`src/rtl/vram_pkg.sv`:
```
// Shared definitions for the host-side VRAM write path: default address
// width, host register select codes, status/control bit positions and the
// VRAM port slot arbitration rule.
package vram_pkg;

  localparam int unsigned VRAM_ADDR_W = 13;
  localparam int unsigned DATA_W      = 8;

  // Host register select codes
  typedef enum logic [1:0] {
    RS_ADDR_LO = 2'd0,
    RS_ADDR_HI = 2'd1,
    RS_DATA    = 2'd2,
    RS_CTRL    = 2'd3
  } host_rs_e;

  // Status byte bit positions
  localparam int unsigned ST_FULL    = 0;
  localparam int unsigned ST_EMPTY   = 1;
  localparam int unsigned ST_OVF     = 2;
  localparam int unsigned ST_AUTOINC = 3;

  // CTRL register bit positions
  localparam int unsigned CTRL_AUTOINC = 0;
  localparam int unsigned CTRL_CLR_OVF = 7;

  // The readout owns the VRAM port in phases 0/1 and 4/5 while active;
  // phases 2, 3, 6, 7 and all of blanking are free for host commits.
  function automatic logic slot_free(input logic active, input logic [2:0] phase);
    return ~active | phase[1];
  endfunction

endpackage

```
`src/rtl/vram_write_fifo.sv`:
```
// Small synchronous FIFO buffering pending VRAM writes.
// Ports: clk/rst (async active-high), push/wdata enqueue, pop dequeues the
// head, rdata shows the head combinationally, full/empty status.
// The caller must not push when full unless it pops in the same cycle; a
// simultaneous push/pop when full overwrites the slot being released.
module vram_write_fifo #(
  parameter int unsigned WIDTH = 21,
  parameter int unsigned DEPTH = 4
) (
  input  logic             clk,
  input  logic             rst,
  input  logic             push,
  input  logic             pop,
  input  logic [WIDTH-1:0] wdata,
  output logic [WIDTH-1:0] rdata,
  output logic             full,
  output logic             empty
);

  localparam int unsigned PTR_W = $clog2(DEPTH);

  // Pointers carry one extra wrap bit to distinguish full from empty
  logic [PTR_W:0]   wr_ptr_q, wr_ptr_d;
  logic [PTR_W:0]   rd_ptr_q, rd_ptr_d;
  logic [WIDTH-1:0] mem_q [DEPTH];
  logic [WIDTH-1:0] mem_d [DEPTH];

  assign empty = (wr_ptr_q == rd_ptr_q);
  assign full  = (wr_ptr_q[PTR_W] != rd_ptr_q[PTR_W]) &&
                 (wr_ptr_q[PTR_W-1:0] == rd_ptr_q[PTR_W-1:0]);
  assign rdata = mem_q[rd_ptr_q[PTR_W-1:0]];

  // Next-state for storage and pointers
  always_comb begin
    mem_d    = mem_q;
    wr_ptr_d = wr_ptr_q;
    rd_ptr_d = rd_ptr_q;
    if (push) begin
      mem_d[wr_ptr_q[PTR_W-1:0]] = wdata;
      wr_ptr_d = wr_ptr_q + (PTR_W+1)'(1);
    end
    if (pop) begin
      rd_ptr_d = rd_ptr_q + (PTR_W+1)'(1);
    end
  end

  always_ff @(posedge clk or posedge rst) begin
    if (rst) begin
      wr_ptr_q <= '0;
      rd_ptr_q <= '0;
      for (int unsigned i = 0; i < DEPTH; i++) begin
        mem_q[i] <= '0;
      end
    end else begin
      wr_ptr_q <= wr_ptr_d;
      rd_ptr_q <= rd_ptr_d;
      mem_q    <= mem_d;
    end
  end

endmodule

```
`src/rtl/vram_host_writer.sv`:
```
// Host-side VRAM write port. Decodes byte-wide host register writes,
// keeps an auto-incrementing VRAM pointer, queues {addr,data} writes and
// commits the queue head whenever the scan readout leaves the port free.
// Ports: clk/rst (async active-high); host bus hostCs/hostWr/hostRs/hostDin
// with status hostDout; readoutActive/readoutCount from the scan readout;
// vramWrAddr/vramWrData/vramWe toward the VRAM mux; busy = queue not empty.
module vram_host_writer
  import vram_pkg::*;
#(
  parameter int unsigned ADDR_W     = VRAM_ADDR_W,
  parameter int unsigned FIFO_DEPTH = 4
) (
  input  logic              clk,
  input  logic              rst,
  input  logic              hostCs,
  input  logic              hostWr,
  input  logic [1:0]        hostRs,
  input  logic [7:0]        hostDin,
  output logic [7:0]        hostDout,
  input  logic              readoutActive,
  input  logic [2:0]        readoutCount,
  output logic [ADDR_W-1:0] vramWrAddr,
  output logic [7:0]        vramWrData,
  output logic              vramWe,
  output logic              busy
);

  localparam int unsigned ENTRY_W = ADDR_W + DATA_W;

  logic [ADDR_W-1:0]  ptr_q, ptr_d;
  logic               auto_inc_q, auto_inc_d;
  logic               overflow_q, overflow_d;
  logic               host_we, push_req, push, pop;
  logic               full, empty;
  logic [ENTRY_W-1:0] push_entry, head_entry;

  assign host_we    = hostCs & hostWr;
  assign push_req   = host_we && (host_rs_e'(hostRs) == RS_DATA);
  assign pop        = ~empty & slot_free(readoutActive, readoutCount);
  // A pop in the same cycle frees the slot a full queue would otherwise lack
  assign push       = push_req & (~full | pop);
  assign push_entry = {ptr_q, hostDin};

  vram_write_fifo #(
    .WIDTH (ENTRY_W),
    .DEPTH (FIFO_DEPTH)
  ) u_fifo (
    .clk   (clk),
    .rst   (rst),
    .push  (push),
    .pop   (pop),
    .wdata (push_entry),
    .rdata (head_entry),
    .full  (full),
    .empty (empty)
  );

  // Host register decode: pointer, auto-increment and sticky overflow
  always_comb begin
    ptr_d      = ptr_q;
    auto_inc_d = auto_inc_q;
    overflow_d = overflow_q;
    if (host_we) begin
      unique case (host_rs_e'(hostRs))
        RS_ADDR_LO: ptr_d[7:0] = hostDin;
        RS_ADDR_HI: ptr_d[ADDR_W-1:8] = hostDin[ADDR_W-9:0];
        RS_DATA: begin
          if (push) begin
            if (auto_inc_q) ptr_d = ptr_q + ADDR_W'(1);
          end else begin
            overflow_d = 1'b1;
          end
        end
        RS_CTRL: begin
          auto_inc_d = hostDin[CTRL_AUTOINC];
          if (hostDin[CTRL_CLR_OVF]) overflow_d = 1'b0;
        end
        default: ;
      endcase
    end
  end

  always_ff @(posedge clk or posedge rst) begin
    if (rst) begin
      ptr_q      <= '0;
      auto_inc_q <= 1'b1;
      overflow_q <= 1'b0;
    end else begin
      ptr_q      <= ptr_d;
      auto_inc_q <= auto_inc_d;
      overflow_q <= overflow_d;
    end
  end

  // Status byte
  always_comb begin
    hostDout             = '0;
    hostDout[ST_FULL]    = full;
    hostDout[ST_EMPTY]   = empty;
    hostDout[ST_OVF]     = overflow_q;
    hostDout[ST_AUTOINC] = auto_inc_q;
  end

  assign vramWrAddr = head_entry[ENTRY_W-1:DATA_W];
  assign vramWrData = head_entry[DATA_W-1:0];
  assign vramWe     = pop;
  assign busy       = ~empty;

endmodule

```
`config.mk`:
```
export PLATFORM = sky130hd
export DESIGN_NAME = vram_host_writer
export DESIGN_NICKNAME = d
export VERILOG_FILES = /design/src/rtl/vram_pkg.sv /design/src/rtl/vram_write_fifo.sv /design/src/rtl/vram_host_writer.sv
export SDC_FILE = /design/constraint.sdc
export NUM_CORES = 1
export LEC_CHECK = 0
export BUFFER_PORTS_ARGS = -buffer_cell sky130_fd_sc_hd__buf_2
export CORE_MARGIN = 2
export CORE_UTILIZATION = 30
export CTS_BUF_LIST = sky130_fd_sc_hd__clkbuf_16
export CTS_CLUSTER_SIZE = 14
export DETAILED_ROUTE_END_ITERATION = 8
export PLACE_DENSITY = 0.52
export SYNTH_ARGS = -nofsm -noshare
export SYNTH_HDL_FRONTEND = slang
export SYNTH_SLANG_ARGS = --single-unit
```
`constraint.sdc`:
```
create_clock -name clk -period 3.61 [get_ports clk]
set_input_delay 0.1805 -clock clk [delete_from_list [all_inputs] [get_ports clk]]
set_output_delay 0.1805 -clock clk [all_outputs]
set_load 0.01 [all_outputs]
```
# Word-level counts from Yosys, hierarchy flattened
# Index checks and enable logic that the tools add are counted.
[op_classes]
n_addsub = 3
order_cmp = 3
n_eq_ne = 10
mux = 13
bitwise = 10
n_reduce_logical = 11
[op_table]
columns = ["operator", "count"]
rows = [
  ["84-bit bitwise mux", 1],
  ["21-bit two-way mux", 3],
  ["21-bit binary-select mux with 2-bit select", 1],
  ["21-bit demux with 2-bit select", 1],
  ["13-bit two-way mux", 2],
  ["8-bit one-hot mux with 2 select lines", 1],
  ["13-bit by 1-bit adder with 13-bit output (second input constant)", 1],
  ["4-bit AND reduction", 3],
  ["5-bit one-hot mux with 2 select lines", 1],
  ["2-bit inequality test (second input constant)", 4],
  ["3-bit by 1-bit adder with 3-bit output (second input constant)", 2],
  ["3-bit greater-or-equal comparator (second input constant)", 2],
  ["2-bit inverter with 3-bit output", 2],
  ["2-bit nonzero test", 3],
  ["2-bit equality test (second input constant)", 2],
  ["1-bit AND", 3],
  ["3-bit equality test", 1],
  ["1-bit logical AND", 3],
  ["3-bit by 1-bit less-than comparator with 1-bit output (second input constant)", 1],
  ["1-bit inverter", 3],
  ["2-bit by 1-bit equality test with 1-bit output (second input constant)", 1],
  ["2-bit equality test", 1],
  ["2-bit zero test", 1],
  ["1-bit two-way mux", 2],
  ["4 further kinds", 5],
]
[word_totals]
register_bits = 105
input_bits = 18
out_inout_bits = 31
word_cells = 60

# Logic depth before layout (Yosys ltp)
# Gate-level depths: netlist of the first run.
[depth]
word_depth = 7
ltp_mapped = 7
depth_no_buf = 6

# Modules after synthesis
# A second synthesis of the first run with hierarchy kept.
[hier_totals]
cells_unflattened = 372
hier_area_um2 = 5143.7
[modules_own_cells]
columns = ["module", "n_inst", "cells_per_inst", "area_each_um2", "seq_area_each_um2"]
rows = [
  ["vram_write_fifo", 1, 234, 4000.1, 2252.2],
  ["vram_host_writer", 1, 138, 1143.6, 376.6],
]

# Worst setup path before layout of the first run
# No wires, ideal clock.
[synth_timing]
path_kind = "register -> register"
startpoint = "reg u_fifo.rd_ptr_q[0]"
endpoint = "reg u_fifo.mem_q[10] (netlist name)"
setup_time_ps = 125
arrival_time_ps = 1882
required_ps = 3485
slack_ps = 1603
path_stages_with_launch = 8
n_path_buf = 2
period_less_slack_ps = 2007
path_cell_list = "dfrtp_1 > buf_4 > xor2_2 > nor4_2 > nor3_4 > nand2_4 > buf_6 > mux2_4"
[synth_via]
elab_chain_cells = 5
word_cells_on_any_way = 8
classes_between = "2 x eq/ne; 5 x bitwise; 1 x reduce/logical"
[synth_rtl]
columns = ["item", "line_no", "source"]
rows = [
  ["from (decl)", "vram_write_fifo.sv:24", "logic [PTR_W:0] rd_ptr_q, rd_ptr_d;"],
  ["from (signal assigned)", "vram_write_fifo.sv:56", "rd_ptr_q <= rd_ptr_d;"],
  ["3-bit equality test / 2-bit equality test (equally long branches)", "vram_write_fifo.sv:28, vram_write_fifo.sv:30", ""],
  ["1-bit inverter / 1-bit logical AND (equally long branches)", "vram_host_writer.sv:39, vram_write_fifo.sv:29", ""],
  ["1-bit AND / 1-bit inverter (equally long branches)", "vram_host_writer.sv:39, vram_host_writer.sv:41", ""],
  ["1-bit OR (*)", "vram_host_writer.sv:41", "assign push = push_req & (~full | pop);"],
  ["1-bit AND (*)", "vram_host_writer.sv:41", ""],
  ["to (signal assigned)", "vram_write_fifo.sv:57", "mem_q <= mem_d;"],
  ["to (decl)", "vram_write_fifo.sv:25", "logic [WIDTH-1:0] mem_q [DEPTH];"],
]
# Every way passes the cells marked *; elsewhere a longest branch is shown, timed or not.
# A chain may end at the register's enable or synchronous reset.

# Final worst setup path of the first run
[layout_timing]
startpoint = "reg u_fifo.rd_ptr_q[2]"
endpoint = "reg u_fifo.mem_q[27] (netlist name)"
[layout_via]
elab_chain_cells = 5
word_cells_on_any_way = 8
classes_between = "2 x eq/ne; 5 x bitwise; 1 x reduce/logical"
[layout_rtl]
columns = ["item", "line_no"]
rows = [
  ["3-bit equality test / 1-bit inequality test (equally long branches)", "vram_write_fifo.sv:28, vram_write_fifo.sv:29"],
  ["1-bit inverter / 1-bit logical AND (equally long branches)", "vram_host_writer.sv:39, vram_write_fifo.sv:29"],
  ["1-bit AND / 1-bit inverter (equally long branches)", "vram_host_writer.sv:39, vram_host_writer.sv:41"],
  ["1-bit OR (*)", "vram_host_writer.sv:41"],
  ["1-bit AND (*)", "vram_host_writer.sv:41"],
]
# Marks and branches as above.

==> impl_results.md, run 1 <==
* Final setup TNS at 0 ns
* RR Endpoint: u_fifo.mem_q[27]$_DFFE_PP0P_
* Clk network pwr share at around a fifth
* CP Buf/Inv Count at 0
* Avg Inst Size Synth at approximately 14 sq um
* Final worst setup slack at between 1 and 1.5 ns
* TritonCTS clock tree: built
* Storage element area at roughly 2600 sq um
* P_leak at a little under 3 nW
* Crit end category: flop
* Max Buffers Root-to-Sink at 2
* Post-layout instance area at 6010 sq um
* Status: complete, no violations
* Final count of negative-setup-slack endpoints at 0
* Post-layout min period at between 2 and 2.5 ns
* Switching share of total power at a little under a third
* Total GRT Usage at 12.4%
* Met3 Routed Length at about 460 um
* Cell-internal power at about 0.0033 W
* FF-to-FF path depth at 5
* P_sw at roughly 0.0015 W
* Synth Instances at about 370
* Antenna Nets Post-Route at 0
* Crit path kind: flop to flop
* Core box area at about 18000 sq um
* Initial Utilization at between 30% and 40%
* Crit-path max FO at 21
* Slack of the worst reg-to-reg path at about 1.2 ns
* Port Buffers at 42
* Post-CTS Setup Inserts at 0
* Reg2reg start: u_fifo.rd_ptr_q[2]$_DFFE_PP0P_
* First-pass GRT wire length at around 18000 um
* Metal-1 WL at 5280 um
* Worst EP arrival at 2.59 ns
* Worst Hold Class: primary input to async pin
* Placed Cells at between 600 and 700
* Final nets at ~430
* Crit-path cells: xnor2_1 > nor4_2 > nor3_4 > nand2_4 > mux2_4
* P&R area growth vs syn at 11.6%
* Number of synthesized flops with an enable pin at 0
* CTS root buffer: clkbuf_16
* Initial drt markers at around 180
* Remaining DRCs at 0
* Slowest-stage cell, CP: nor3_4
* Max layer used: met5
* Post-route insts no fill at 633
* Total gr overflow at 0
* Combinational Power Share at about two fifths
* Most frequent cells in the layout: 104 x dfrtp_1, 79 x mux2_4, 42 x buf_2
* Max Freq at roughly 420 MHz
* Initial antenna violation count at 1
* Hold Violations, Final at 0
* Synth warn at 0
* Largest net degree at the start of global routing at 83
* Post-DP HPWL at 7120 um
* Share of cells above drive strength 1 at a little over two fifths
* Routed vias/inst at 4.79
* DP Worst Slack at 1.22 ns
* Area of the multi-input gates at about 2500 sq um
* Top-Level Pins at 49
* Commonest non-fill, non-tap cell in the layout: dfrtp_1
* DR vias at between 3000 and 4000
* Slew HR at roughly a third
* First-pass DRT Iterations at 4
* Fin Clk Skew at 0.00495 ns
* Seq pwr share at roughly 41%
* RSZ-0062 raised after global routing: no
* Full die area at approximately 19000 sq um
* Cts repair resizes at 0
* Clock slew at reported path FFs at around 0.060 ns
* Ys flop type: dfrtp_1
* Wire per inst at 17.7 um
* Die height at roughly 140 um
* Crit-path max cell delay at ~0.52 ns
* Worst vdd ir at around 370 uV
* Distinct cells, synth at 50
* Type of element launching the critical path: flop
* Skew-Pair Late Insertion Delay at approximately 0.35 ns
* Filler instances at approximately 1700
* Die W at around 140 um
* Diodes inserted at 0
* Vias in the first global route at around 3200
* Num CTS Buffers at 9
* Placed Area at ~5700 sq um
* H-tree levels at 3
* # hold bufs at CTS at 0
* WL final at between 10000 and 15000 um
* Share of synthesized registers carrying an async set or reset at 100%
* Area of the mapped netlist at approximately 5400 sq um
* Tcrit/Tclk final at around 66%
* Metal2 WL at 5330 um
* Max-cap violations at 0
* Final Power at 0.00485 W
* GP Congestion at around 0.8
* WP data required at around 3.8 ns
* Worst slew pin tran at about 1.0 ns
* Seq cells post-synth at approximately 110
* Sequential-to-total area share from yosys stat at 48.8%
* PwrDens at roughly 810 nW/um^2
* Clock net sink count at around 110
* Site Rows at 49
* CP delay by family, top: simple AND/OR/NAND/NOR gates
* Final Max Slew Viols at 0
-- worst max path at each step --
stage,to,start,cells past startpoint
2_1_floorplan,overflow_q$_DFFE_PP0P_,rst,1
3_3_place_gp,u_fifo.mem_q[40]$_DFFE_PP0P_,u_fifo.rd_ptr_q[2]$_DFFE_PP0P_,5
3_5_place_dp,u_fifo.mem_q[26]$_DFFE_PP0P_,u_fifo.rd_ptr_q[2]$_DFFE_PP0P_,5
4_1_cts,u_fifo.mem_q[27]$_DFFE_PP0P_,u_fifo.rd_ptr_q[2]$_DFFE_PP0P_,5
5_1_grt,ptr_q[6]$_DFFE_PP0P_,u_fifo.rd_ptr_q[2]$_DFFE_PP0P_,5
6_report,u_fifo.mem_q[27]$_DFFE_PP0P_,u_fifo.rd_ptr_q[2]$_DFFE_PP0P_,5
-- through the flow --
step	util, %	hold WS, ns
3_5_place_dp	32.1	0.483
6_report	33.8	0.0760
4_1_cts	33.8	0.131
5_1_grt	33.8	0.142
2_1_floorplan	-	0.289
3_3_place_gp	32.1	0.477
-- per-layer routing --
metal,up-vias,global-route usage (%)
li1,1388,-
met1,1584,16.9
met2,50,19.3
met3,10,3.91
met4,2,3.06
met5,-,0
-- logic make-up (layout without fill, tap and decap cells) --
kind of cell,after synthesis,after routing,share of synthesized area (%)
muxes,108,108,32.4
DFF,105,105,48.8
and+or+nand+nor,64,64,6.43
AOI/OAI and AO/OA,41,41,4.88
buffers and inverters,40,69,4.60
xor gates and xnor gates,7,7,1.42
adders and majority gates,6,6,1.39
other,1,4,0.0696
-- power groups by stage --
stage          combinational (W)  clock [W]  sequential (W)
3_5_place_dp             0.00190          0         0.00198
3_3_place_gp             0.00187          0         0.00196
6_report                 0.00186    0.00102         0.00197
5_1_grt                  0.00202    0.00108         0.00203
2_1_floorplan            0.00152          0         0.00186
4_1_cts                  0.00191    0.00105         0.00197
-- Yosys cell counts (2+ instances only) --
cell,count,area share [%]
clkbuf_1,9,0.63
o22ai_1,2,0.23
xor2_2,2,0.60
nand3_1,7,0.65
mux2_2,7,1.5
inv_1,9,0.63
nor3_1,3,0.28
xnor2_1,4,0.65
nor2_1,14,0.98
nand2_1,18,1.3
mux2_4,79,22
buf_6,8,1.7
buf_1,2,0.14
buf_4,9,1.3
nor2b_1,2,0.23
ha_1,6,1.4
nand2_4,4,0.84
and3_1,2,0.23
a21oi_1,10,0.93
buf_2,2,0.19
nand2b_1,4,0.46
dfrtp_1,104,48
o21ai_0,10,0.93
nand4_1,4,0.46
mux4_2,21,8.8
a31oi_1,6,0.70
-- layout make-up --
type | count | share of cell area, %
clock inverters | 5 | 1.21
flip-flops and latches | 105 | 43.7
well taps | 229 | 4.76
inverters | 9 | 0.603
multi-input cells | 230 | 42.0
repair buffers | 46 | 3.99
clock buffers | 9 | 3.75
-- flip-flops by register name, summed over array words and instances, names as in the netlist --
| signal | count |
|---|---|
| u_fifo.mem_q | 84 |
| ptr_q | 13 |
| u_fifo.rd_ptr_q | 3 |
| u_fifo.wr_ptr_q | 3 |
| auto_inc_q | 1 |
| overflow_q | 1 |
No activity file was read; power rests on OpenSTA's default activity.
==> inputs of run 2 (changes only) <==
Clock period 3.61 ns to 2.4 ns, I/O delays scaled along.
==> run 2 against run 1 <==
Compared with the run above: clock skew rose by 0.0020 ns; non-clock buffer count grew 14; via count rose by 3.7%; hold slack got worse by 0.0019 ns; clock power rose by 64%; register-to-register slack got worse by 1.1 ns; power is 55% higher; first-iteration DRC count rose by 19%; highest routed layer is now met4; maximum frequency grew 5.7%; sequential power up 52%; global-route usage rose by 0.65 points.
==> impl_results.md, run 2 (synthesis gave the netlist of run 1 again) <==
* Status: complete, no violations
* Final Power at about 0.0075 W
* RR Endpoint: u_fifo.mem_q[62]$_DFFE_PP0P_
* First-pass DRT Iterations at 4
* TritonCTS clock tree: built
* Hold EP: overflow_q$_DFFE_PP0P_
* FF-to-FF path depth at 8
* Type of element launching the critical path: flop
* Antenna Nets Post-Route at 0
* P&R area growth vs syn at 14.7%
* DR vias at 3145
* Site Rows at between 40 and 50
* Worst Hold Class: primary input to flop
* Largest Register: u_fifo.mem_q
* Post-layout min period at about 2.2 ns
* Core box area at 17800 sq um
* Port Buffers at 42
* Crit end category: flop
* Final count of negative-setup-slack endpoints at 0
* Worst vdd ir at 704 uV
* Post-route insts no fill at around 650
* Final nets at ~440
* Crit-path max FO at 13
* Die W at roughly 140 um
* Max Buffers Root-to-Sink at 2
* DP Worst Slack at about 0.15 ns
* Hold path start: hostRs[0]
* GP Congestion at 0.815
* P_leak at 3.04 nW
* Hold Violations, Final at 0
* Full die area at roughly 19000 sq um
* Vias in the first global route at approximately 3500
* Cell-internal power at 0.00518 W
* Slew HR at between 60 and 70%
* Post-DP HPWL at 7630 um
* Seq pwr share at between 30% and 40%
* WP data required at between 2 and 3 ns
* Clock net sink count at around 110
* Remaining DRCs at 0
* RSZ-0062 raised after global routing: no
* Worst slew pin tran at 0.569 ns
* Total gr overflow at 0
* Slack of the worst reg-to-reg path at roughly 0.16 ns
* Top-Level Pins at a little under 50
* Largest regs: u_fifo.mem_q (84), ptr_q (13)
* Die height at ~140 um
* Final Max Slew Viols at 0
* P_sw at 0.00232 W
* Area of the multi-input gates at around 2500 sq um
* Reg2reg start: u_fifo.wr_ptr_q[1]$_DFFE_PP0P_
* Placed Cells at about 630
* Max-cap violations at 0
* Final setup TNS at 0 ns
* Clock slew at reported path FFs at ~0.07 ns
* Initial drt markers at 219
* Switching share of total power at a little under a third
* Worst EP arrival at 2.47 ns
* Filler instances at about 1700
* Share of cells above drive strength 1 at 45.8%
* Largest net degree at the start of global routing at between 100 and 150
* Initial antenna violation count at 0
* Largest register FFs at 84
* Storage element area at between 2000 and 3000 sq um
* Num CTS Buffers at 9
* Tcrit/Tclk final at between 90% and 100%
* Initial Utilization at a little under a third
* Commonest non-fill, non-tap cell in the layout: dfrtp_1
* Wire per inst at roughly 18 um
* PwrDens at 1210 nW/um^2
* WL final at 11700 um
* Diodes inserted at 0
* H-tree levels at 3
* Max Freq at 447 MHz
* Total GRT Usage at 13.0%
* First-pass GRT wire length at a little under 20000 um
* Hold Crit Depth at 2
* Fin Clk Skew at between 0.006 and 0.007 ns
* Clk network pwr share at 22.3%
* Skew-Pair Late Insertion Delay at ~0.35 ns
* Crit path kind: flop to flop
* Routed vias/inst at 4.85
* Most frequent cells in the layout: 104 x dfrtp_1, 79 x mux2_4, 42 x buf_2
* CTS root buffer: clkbuf_16
* Combinational Power Share at 37.9%
* Final worst setup slack at 0.162 ns
* Post-CTS Setup Inserts at 0
run 2: how the worst max path moves through the flow:
stage	cells past startpoint	slack (ns)	endpoint	startpoint
floorplan	7	0.39	u_fifo.mem_q[10]$_DFFE_PP0P_	u_fifo.rd_ptr_q[0]$_DFFE_PP0P_
global placement	8	0.18	u_fifo.mem_q[83]$_DFFE_PP0P_	u_fifo.wr_ptr_q[1]$_DFFE_PP0P_
detailed placement	8	0.15	u_fifo.mem_q[83]$_DFFE_PP0P_	u_fifo.wr_ptr_q[1]$_DFFE_PP0P_
CTS	8	0.14	u_fifo.mem_q[83]$_DFFE_PP0P_	u_fifo.wr_ptr_q[1]$_DFFE_PP0P_
global route	8	0.01	u_fifo.mem_q[83]$_DFFE_PP0P_	u_fifo.wr_ptr_q[1]$_DFFE_PP0P_
finish	8	0.16	u_fifo.mem_q[62]$_DFFE_PP0P_	u_fifo.wr_ptr_q[1]$_DFFE_PP0P_
run 2: per-stage QoR:
| stage | instance area (sq um) | hold WS (ns) | util [%] |
|---|---|---|---|
| after global routing | 6180 | 0.0830 | 34.8 |
| after CTS | 6180 | 0.0647 | 34.8 |
| after floorplan | 5400 | 0.228 | - |
| final | 6180 | 0.0742 | 34.8 |
| after detailed placement | 5840 | 0.335 | 32.8 |
| after global placement | 5840 | 0.330 | 32.8 |
run 2: cell type report:
class | count | share of cell area (%)
multi-input combinational | 230 | 40.8
inverter | 9 | 0.607
clock buffer | 9 | 3.64
timing repair buffer | 60 | 6.03
sequential | 105 | 42.5
tap | 229 | 4.63
clock inverter | 6 | 1.74
run 2: power groups by stage:
stage	clock, W	combinational, W	sequential [W]
after floorplan	0	0.00229	0.00280
after detailed placement	0	0.00289	0.00300
after global placement	0	0.00285	0.00295
after global routing	0.00180	0.00309	0.00308
after CTS	0.00172	0.00291	0.00298
final	0.00167	0.00285	0.00299
run 2: critical path, stage by stage (launching register included):
cell and delay, ns:
dfrtp_1 0.44, xor2_2 0.23, nor4_2 0.30, buf_4 0.17, nor3_4 0.04, buf_4 0.20, nand2_4 0.08, buf_4 0.28
mux2_2 0.38
run 2: layer usage:
metal	vias to the layer above	routed length [um]	track usage, %
li1	1413	-	-
met1	1648	5460	17.6
met2	74	5580	20.6
met3	10	479	3.84
met4	0	160	3.60
met5	-	0	0
run 2: repair_timing:
action	4_1_cts	5_1_grt
hold buffers	1	0
endpoints found under the hold margin	104	0
gates resized for setup	0	0
